**src/rtl/conv_window_ctrl_l1.sv**
```systemverilog
// Sequencing controller for the layer-1 convolution line-buffer datapath.
// Accepts a raster pixel stream, drives the shift enable and flags complete KxK windows.
module conv_window_ctrl_l1 #(
    parameter int unsigned IMG_W = 15,
    parameter int unsigned IMG_H = 15,
    parameter int unsigned K     = 3,
    localparam int unsigned CW   = $clog2(IMG_W),
    localparam int unsigned RW   = $clog2(IMG_H)
) (
    input  logic          clk,
    input  logic          rst_n,
    input  logic          start,
    input  logic          abort,
    input  logic          in_valid,
    output logic          in_ready,
    output logic          shift_en,
    input  logic          out_ready,
    output logic          win_valid,
    output logic [RW-1:0] win_row,
    output logic [CW-1:0] win_col,
    output logic          busy,
    output logic          done
);

    typedef enum logic [1:0] {
        ST_IDLE  = 2'd0,
        ST_RUN   = 2'd1,
        ST_DRAIN = 2'd2
    } state_t;

    localparam int unsigned COL_LAST = IMG_W - 1;
    localparam int unsigned ROW_LAST = IMG_H - 1;
    localparam int unsigned FILL     = K - 1;

    state_t        r_state;
    logic [CW-1:0] r_col;
    logic [RW-1:0] r_row;
    logic          r_win_valid;
    logic [RW-1:0] r_win_row;
    logic [CW-1:0] r_win_col;
    logic          r_busy;
    logic          r_done;

    logic w_in_ready;
    logic w_shift;
    logic w_col_last;
    logic w_row_last;
    logic w_last_pix;
    logic w_complete;
    logic w_consume;

    // Stall while an unconsumed window is held; abort blocks acceptance outright.
    assign w_in_ready = (r_state == ST_RUN) & (~r_win_valid | out_ready) & ~abort;
    assign w_shift    = in_valid & w_in_ready;
    assign w_col_last = (r_col == CW'(COL_LAST));
    assign w_row_last = (r_row == RW'(ROW_LAST));
    assign w_last_pix = w_shift & w_col_last & w_row_last;
    assign w_complete = w_shift & (r_row >= RW'(FILL)) & (r_col >= CW'(FILL));
    assign w_consume  = (r_state == ST_DRAIN) & r_win_valid & out_ready;

    // Frame FSM, raster position counters and window flag/indices.
    always_ff @(posedge clk or negedge rst_n) begin
        if (!rst_n) begin
            r_state     <= ST_IDLE;
            r_col       <= '0;
            r_row       <= '0;
            r_win_valid <= 1'b0;
            r_win_row   <= '0;
            r_win_col   <= '0;
            r_busy      <= 1'b0;
            r_done      <= 1'b0;
        end else begin
            r_done <= 1'b0;
            if (abort) begin
                r_state     <= ST_IDLE;
                r_busy      <= 1'b0;
                r_win_valid <= 1'b0;
                r_col       <= '0;
                r_row       <= '0;
            end else begin
                case (r_state)
                    ST_IDLE: begin
                        if (start) begin
                            r_state <= ST_RUN;
                            r_busy  <= 1'b1;
                            r_col   <= '0;
                            r_row   <= '0;
                        end
                    end
                    ST_RUN: begin
                        if (w_last_pix) begin
                            r_state <= ST_DRAIN;
                        end
                    end
                    ST_DRAIN: begin
                        if (w_consume) begin
                            r_state <= ST_IDLE;
                            r_busy  <= 1'b0;
                            r_done  <= 1'b1;
                        end
                    end
                    default: begin
                        r_state <= ST_IDLE;
                        r_busy  <= 1'b0;
                    end
                endcase

                // The final pixel leaves the counters parked; entry to RUN clears them.
                if (w_shift && !w_last_pix) begin
                    if (w_col_last) begin
                        r_col <= '0;
                        r_row <= r_row + RW'(1);
                    end else begin
                        r_col <= r_col + CW'(1);
                    end
                end

                if (w_complete) begin
                    r_win_valid <= 1'b1;
                    r_win_row   <= r_row - RW'(FILL);
                    r_win_col   <= r_col - CW'(FILL);
                end else if (out_ready) begin
                    r_win_valid <= 1'b0;
                end
            end
        end
    end

    assign in_ready  = w_in_ready;
    assign shift_en  = w_shift;
    assign win_valid = r_win_valid;
    assign win_row   = r_win_row;
    assign win_col   = r_win_col;
    assign busy      = r_busy;
    assign done      = r_done;

endmodule

```
**config.mk**
```make
export PLATFORM = sky130hd
export DESIGN_NAME = conv_window_ctrl_l1
export DESIGN_NICKNAME = d
export VERILOG_FILES = /design/src/rtl/conv_window_ctrl_l1.sv
export SDC_FILE = /design/constraint.sdc
export NUM_CORES = 1
export LEC_CHECK = 0
export BUFFER_PORTS_ARGS = -buffer_cell sky130_fd_sc_hd__buf_2
export CORE_AREA = 4 4 51 63
export DETAILED_ROUTE_END_ITERATION = 8
export DIE_AREA = 0 0 55 67
export HOLD_SLACK_MARGIN = 0.08
export PLACE_DENSITY = 0.69
export SYNTH_ARGS = -nofsm -noshare
export SYNTH_HDL_FRONTEND = slang
export SYNTH_SLANG_ARGS = --single-unit
export TNS_END_PERCENT = 20
```
**constraint.sdc**
```tcl
create_clock -name clk -period 2.05 [get_ports clk]
set_clock_uncertainty 0.1 [all_clocks]
set_input_delay 0.205 -clock clk [delete_from_list [all_inputs] [get_ports clk]]
set_output_delay 0.205 -clock clk [all_outputs]
set_load 0.03 [all_outputs]
```
* Word-level counts from Yosys, hierarchy flattened
Index checks and enable logic that the tools add are counted. Widths: inputs -> output; s select.
Word-level totals: bits in registers 21, input bits 6, word-level logic and storage cells 69
Operators by class: add/subtract/negate cells 4, order comparisons 2, reductions and logical operators 10, multiplexer cells 25, bitwise operators 12, eq/ne operators 8
Operators with widths (count):
- $mux 4 | 10
- $and 1x1->1 | 9
- $mux 1 | 9
- $ne 3x3->1 const B | 3
- $reduce_bool 3->1 | 3
- $add 4x1->4 const B | 2
- $eq 4x4->1 const B | 2
- $ge 4x2->1 const B | 2
- $mux 2 | 4
- $sub 4x2->4 const B | 2
- $pmux 2 s3 | 1
- $reduce_and 3->1 | 2
- $reduce_and 2->1 | 2
- $pmux 1 s3 | 1
- $eq 2x1->1 const B | 1
- $eq 2x2->1 const B | 1
- $logic_not 2->1 | 1
- $ne 2x2->1 const B | 1
- $not 1->1 | 2
- $logic_and 1x1->1 | 1
- $logic_not 1->1 | 1
- $or 1x1->1 | 1

* Depth between registers and ports, before layout
Gate-level depths: netlist of the first run.
word-level depth 11, mapped depth 6

* Least setup slack after synthesis of the first run
Ideal clock, no wire load.
path kind register -> register, start register r_win_valid, in the netlist win_valid, end register r_win_col[0], in the netlist win_col[0], data required time 1825 ps, arrival 1627 ps, cell stages (with the launch flop) 6, buffers on the path 1, setup slack 198 ps, setup time 125 ps, clock period less this slack 1852 ps, path through dfrtp_1 -> nand2b_1 -> nand4_4 -> or3_1 -> buf_6 -> mux2_4
Between the ends: word-level cells in the longest chain between the ends 8
Ends and longest elaborated chain:
- start, declared | line 38 | logic r_win_valid;
- start signal, assigned | line 67 | r_win_valid <= 1'b0;
- start signal, assigned | line 77 | r_win_valid <= 1'b0;
- start signal, assigned | line 119 | r_win_valid <= 1'b1;
- $not 1->1 | line 53 | assign w_in_ready = (r_state == ST_RUN) & (~r_win_valid | out_ready) & ~abort;
- $or 1x1->1 | line 53
- $and 1x1->1 (2 in series) | line 53
- $and 1x1->1 | line 54 | assign w_shift = in_valid & w_in_ready;
- $and 1x1->1 (2 in series) | line 58 | assign w_complete = w_shift & (r_row >= RW'(FILL)) & (r_col >= CW'(FILL));
- $reduce_and 2->1 (no source line)
- end signal, assigned | line 121 | r_win_col <= r_col - CW'(FILL);
- end, declared | line 40 | logic [CW-1:0] r_win_col;
Every way passes these cells. A chain may end at the register's enable or synchronous reset.

* Worst setup path after layout of the first run
start register r_state[1], end register r_win_row[1], in the netlist win_row[1]
Between the ends: word-level cells in the longest chain between the ends 7
Ends and longest elaborated chain:
- start, declared | line 35 | state_t r_state;
- start signal, assigned | line 64 | r_state <= ST_IDLE;
- start signal, assigned | line 75 | r_state <= ST_IDLE;
- start signal, assigned | line 84 | r_state <= ST_RUN;
- $eq 2x1->1 | line 53
- $and 1x1->1 (2 in series) | line 53
- $and 1x1->1 | line 54
- $and 1x1->1 (2 in series) | line 58
- $reduce_and 2->1 (no source line)
- end signal, assigned | line 120 | r_win_row <= r_row - RW'(FILL);
- end, declared | line 39 | logic [RW-1:0] r_win_row;
Every way passes these cells.

==> reports/results.ini, run 1 <==
[detailed_routing]
ant_nets=0
vias=837
drt_drc_violations_left=0
drt-vias-per-instance=5.199
post_drt_wl_per_cell_um=13.71
wl_mm=2.207
drt_iter0_drc=25
dr.pass1.iters=4

[die]
dieArea_um2=3685
io_pins=19
die_h_um=67
std_cell_rows=21
die_w_um=55
core_area_um2=2654
start_util_pct=42.95

[setup_path]
startpoint_type=flop
arrival_ps=1970
crit_chain=nor2_4 -> nand4_4 -> or3_1 -> buf_4 -> mux2_4
crit_family=simple AND/OR/NAND/NOR gates
r2r_cells=5
critPathCaptureType=flop
crit_path_top_delay_cell=dfrtp_1
critPathMaxFanout=8
ff2ff_setup_slack_ps=170
r2r_end=win_row[1]$_DFFE_PN0P_
rr_startpoint=r_state[1]$_DFFE_PN0P_
required_ps=2140
path_buf_inv=1
cpPeakStageDelay_ps=450
crit_type=flop to flop

[flow_run]
maxCapViolations=0

[sta]
period_needed_ps=1878
finalHoldViolations=0
tightestPinTransition_ps=487.4
slew_violations=0
finalSetupTns_ps=0
clock.fmax_mhz=532.4
slew_headroom_pct=67.51
grt_setup_unrepaired=no
timing.final.setup_violations=0
fin_crit_sh_pct=91.62
whs_ps=95.48

[synth]
synth_nets=117
yosysWarnings=0
synthCells=103
seq_area_frac_synth_pct=46.10
postSynthAreaPerCell_um2=11.07
syn-cell-area_um2=1140
ys_seq_elements=21
netlist-cell-type-count=32

[power]
design_power_total_w=0.0006856
p_leak_nw=0.6787
ir_worst_vdd_v=0.0002748
power_density_nw_per_um2=519.4

[clock_network]
cts_tree=yes
root_buffer=clkbuf_4
numCtsBuffers=3
h-tree-depth=1
clock_sinks=21
post_cts_buffers=0
clk_pin_slew_worst_paths_ps=120
cts_max_path_buffers=2
clk_latency_ps=300

[placement]
placed_cell_area_um2=1284
port_buffers=18
place_hpwl_mm=1.687
gp_congestion=0.7894

[global_routing]
antenna_found_initial=0
grt_max_degree=22
grt_pass1_vias=810
grt_pass1_wl_mm=3.767
grt_use_total_pct=14.10
gr-total-overflow=0

[finish]
fillCellCount=252
nNetsFinal=142
ff_latch_area_um2=525.5
postLayoutCellArea_um2=1320
multi_input_area_um2=550.5
n_antenna_cell=0
area_growth_pct=15.81
drive_gt1_share_pct=28.35

[hold_path]
hold_depth=3
hp-class=primary input to flop
whs_endpoint=done$_DFF_PN0_
hold_path.startpoint=out_ready

[run_status]
status=finished, final reports clean

how the worst max path moves through the flow:
stage / startpoint / end / slack (ps) / depth (start not counted)
final: r_state[1]$_DFFE_PN0P_ / win_row[1]$_DFFE_PN0P_ / 170 / 5
after global routing: r_col[0]$_DFFE_PN0P_ / r_col[1]$_DFFE_PN0P_ / 50 / 7
after detailed placement: r_col[0]$_DFFE_PN0P_ / r_row[3]$_DFF_PN0_ / 180 / 5
after floorplan: win_valid$_DFFE_PN0P_ / win_col[0]$_DFFE_PN0P_ / 200 / 5
after CTS: r_col[0]$_DFFE_PN0P_ / r_row[3]$_DFF_PN0_ / 160 / 5
after global placement: win_valid$_DFFE_PN0P_ / win_row[0]$_DFFE_PN0P_ / 230 / 5
placed cells by master (no fill, tap or decap), types with 3 or more instances in the layout:
master    Yosys  layout
buf_2         0      18
buf_4         0       4
clkbuf_4      0       3
dfrtp_1      21      21
ha_1          8       8
inv_1        12      12
mux2_2        3       3
mux2_4        6       6
nand2_1       5       5
nand3_1       3       3
nor2_1        6       6
nor3_1        3       3
nor4_1        3       3
o21ai_0       4       4
xor2_1        3       3
repair_timing:
item,CTS,global route
gates resized for setup,0,0
hold buffers,1,0
hold endpoints to repair,21,0
power breakdown:
part	internal, W	total, W	switching (W)
combinational	0.0000210	0.0000612	0.0000402
clock	0.0000758	0.000198	0.000122
sequential	0.000420	0.000426	0.00000652
total	0.000517	0.000686	0.000169
synthesized netlist by cell type (all sizes together):
cell      n  area, um2
nor3      3      15.01
and2      1      6.260
a32oi     1      8.760
nor2      7      33.78
mux2i     2      20.02
nand3     3      15.01
ha        8      100.1
a2bb2oi   1      8.760
a22oi     1      7.510
or3       2      12.51
clkbuf    2      7.510
nor4      3      18.77
o221ai    2      17.52
nand2     5      18.77
inv      12      45.04
xor2      3      26.28
buf       1      11.26
nand2b    2      12.51
o311ai    1      8.760
nor2b     1      6.260
o21ai     4      20.02
o41ai     1      8.760
o32ai     1      8.760
and3      2      12.51
mux2      9      123.9
nand4     2      27.53
nor3b     1      7.510
dfrtp    21      525.5
a21oi     1      5.000
state kept, by name, indices dropped and copies added, names as in the netlist:
signal	count
win_valid	1
win_col	4
r_state	2
r_col	4
win_row	4
r_row	4
busy	1
done	1
cells by family after synthesis:
| kind of cell | Yosys count | share of synthesized area [%] |
|---|---|---|
| AND/OR/NAND/NOR | 32 | 16.36 |
| flip-flops | 21 | 46.10 |
| buffers and inverters | 15 | 5.598 |
| AO/OA/AOI/OAI | 13 | 8.234 |
| multiplexers | 11 | 12.62 |
| adder cells (fa/ha/maj) | 8 | 8.782 |
| XOR/XNOR | 3 | 2.306 |
cell type report:
type | instances | share of cell area (%)
sequential | 21 | 39.81
inverter | 12 | 3.412
multi-input combinational | 67 | 41.71
tap | 34 | 3.223
timing repair buffer | 23 | 9.858
clock buffer | 4 | 1.991
per-layer routing:
metal	track usage (%)	part of all wire, %
met5	0	0
met4	6.687	1.1
met1	17.34	45
met3	2.908	2.4
met2	22.78	51
stage by stage:
stage / utilization (%) / cells / worst slack [ps]
floorplan: - / 103 / 197.6
global placement: 48.37 / 156 / 225.5
detailed placement: 48.37 / 156 / 181.0
CTS: 49.74 / 161 / 163.3
global route: 49.74 / 161 / 54.34
finish: 49.74 / 161 / 171.8
tightest hold or removal path, cell delays in order:
cell and delay [ps]:
buf_2 100, nand2_1 100, nor4_1 60
Note: power is estimated with default switching activity, not from simulation.
==> run 2, diff against run 1 <==
--- a/config.mk
+++ b/config.mk
@@ -6,9 +6,9 @@
 export NUM_CORES = 1
 export LEC_CHECK = 0
 export BUFFER_PORTS_ARGS = -buffer_cell sky130_fd_sc_hd__buf_2
-export CORE_AREA = 4 4 51 63
+export CORE_AREA = 4 4 56 58
 export DETAILED_ROUTE_END_ITERATION = 8
-export DIE_AREA = 0 0 55 67
+export DIE_AREA = 0 0 60 62
 export HOLD_SLACK_MARGIN = 0.08
 export PLACE_DENSITY = 0.69
 export SYNTH_ARGS = -nofsm -noshare
==> run 2 against run 1 <==
  * Final area is 0.38% higher
  * Register-to-register slack worse by 30 ps
  * Sequential share of layout area is 0.15 points lower
  * Critical path type is now primary input to flop
==> reports/results.ini, run 2 (synthesized netlist as in run 1, its figures left out) <==
[sta]
timing.final.setup_violations=0
fin_crit_sh_pct=97.58
clock.fmax_mhz=499.9
slew_headroom_pct=64.84
slew_violations=0
finalHoldViolations=0
worst_slack_ps=49.66
finalSetupTns_ps=0
period_needed_ps=2000
grt_setup_unrepaired=no
tightestPinTransition_ps=521.8

[placement]
dp_slack_ps=109.2
place_hpwl_mm=1.676
port_buffers=18
gp_congestion=0.7657

[detailed_routing]
drt-vias-per-instance=5.380
post_drt_wl_per_cell_um=14.39
wl_mm=2.274
drt_iter0_drc=24
dr.pass1.iters=4
vias=850
ant_nets=0
drt_drc_violations_left=0

[clock_network]
root_buffer=clkbuf_4
cts_tree=yes
clock_sinks=21
h-tree-depth=1
clk_pin_slew_worst_paths_ps=130
clk_latency_ps=310
numCtsBuffers=3
post_cts_buffers=0
cts_max_path_buffers=2

[setup_path]
crit_path_top_delay_cell=dlygate4sd3_1
crit_type=primary input to flop
r2r_end=r_col[1]$_DFFE_PN0P_
crit_chain=dlygate4sd3_1 -> buf_2 -> nand2b_1 -> nand4_4 -> or3_1 -> buf_4 -> mux2_4
required_ps=2160
critPathCaptureType=flop
startpoint_type=primary input
ff2ff_setup_slack_ps=140
arrival_ps=2110
rr_startpoint=r_row[1]$_DFF_PN0_
cpPeakStageDelay_ps=530
critPathMaxFanout=8
r2r_cells=5

[hold_path]
hold_depth=3
hp-class=primary input to flop
whs_endpoint=r_row[2]$_DFF_PN0_
hold_path.startpoint=in_valid

[die]
dieArea_um2=3720
die_w_um=60
core_area_um2=2663
io_pins=19
die_h_um=62
std_cell_rows=19
start_util_pct=42.81

[global_routing]
grt_use_total_pct=13.79
gr-total-overflow=0
grt_pass1_wl_mm=3.870
grt_pass1_vias=851
grt_max_degree=22
antenna_found_initial=0

[finish]
n_antenna_cell=0
ff_latch_area_um2=525.5
final_core_utilization_pct=49.77
nNetsFinal=142
drive_gt1_share_pct=29.13
layout_common_cells=dfrtp_1, buf_2, inv_1, ha_1
final_common_cell=dfrtp_1
fillCellCount=254
multi_input_area_um2=555.5
area_growth_pct=16.25

[power]
p_leak_nw=0.6815
ir_worst_vdd_v=0.0003726
power_density_nw_per_um2=528.8

[run_status]
status=finished, final reports clean

[flow_run]
maxCapViolations=0

## run 2: through the flow
| step | instances | power (W) | hold WS (ps) | instance area [um2] |
|---|---|---|---|---|
| floorplan | 103 | 0.0004671 | -190.6 | 1140 |
| global placement | 152 | 0.0004933 | 87.98 | 1272 |
| detailed placement | 152 | 0.0004955 | 105.5 | 1272 |
| CTS | 158 | 0.0007054 | 87.28 | 1320 |
| global route | 158 | 0.0007299 | 96.69 | 1325 |
| finish | 158 | 0.0007007 | 99.63 | 1325 |
## run 2: what timing repair did
item                                    4_1_cts  5_1_grt
gates resized for setup                       0        1
endpoints found under the hold margin        22        0
endpoints found under the setup margin        0        3
hold buffers                                  2        0
## run 2: area by class of cell
cell class	count	share of cell area, %
inverter	12	3.399
tap	31	2.927
sequential	21	39.66
clock inverter	1	0.3777
multi-input combinational	67	41.93
timing repair buffer	23	10.01
clock buffer	3	1.700
## run 2: per-layer routing
layer / GRT usage, % / part of all wire, % / up-vias
li1: - / - / 409
met1: 18.48 / 47 / 426
met2: 22.53 / 50 / 13
met3: 2.479 / 2.9 / 2
met4: 4.747 / 0.35 / 0
met5: 0 / 0 / -
## run 2: critical path: cells and delay by family
kind / cells / cell delay (ps)
and+or+nand+nor: 3 / 770
buffers and inverters: 3 / 840
muxes: 1 / 300
## run 2: worst max path at each step
stage	slack (ps)	endpoint	from
2_1_floorplan	200	win_col[0]$_DFFE_PN0P_	win_valid$_DFFE_PN0P_
3_3_place_gp	200	win_row[1]$_DFFE_PN0P_	r_state[1]$_DFFE_PN0P_
3_5_place_dp	110	r_row[1]$_DFF_PN0_	r_col[0]$_DFFE_PN0P_
4_1_cts	60	win_col[0]$_DFFE_PN0P_	out_ready
5_1_grt	5	win_row[1]$_DFFE_PN0P_	out_ready
6_report	50	win_col[0]$_DFFE_PN0P_	out_ready
## run 2: where the power goes
| part | internal (W) | leakage, nW | total (W) | switching [W] |
|---|---|---|---|---|
| registers | 0.000420 | 0.280 | 0.000426 | 0.00000619 |
| clock network | 0.0000728 | 0.0177 | 0.000211 | 0.000138 |
| logic | 0.0000222 | 0.384 | 0.0000636 | 0.0000413 |
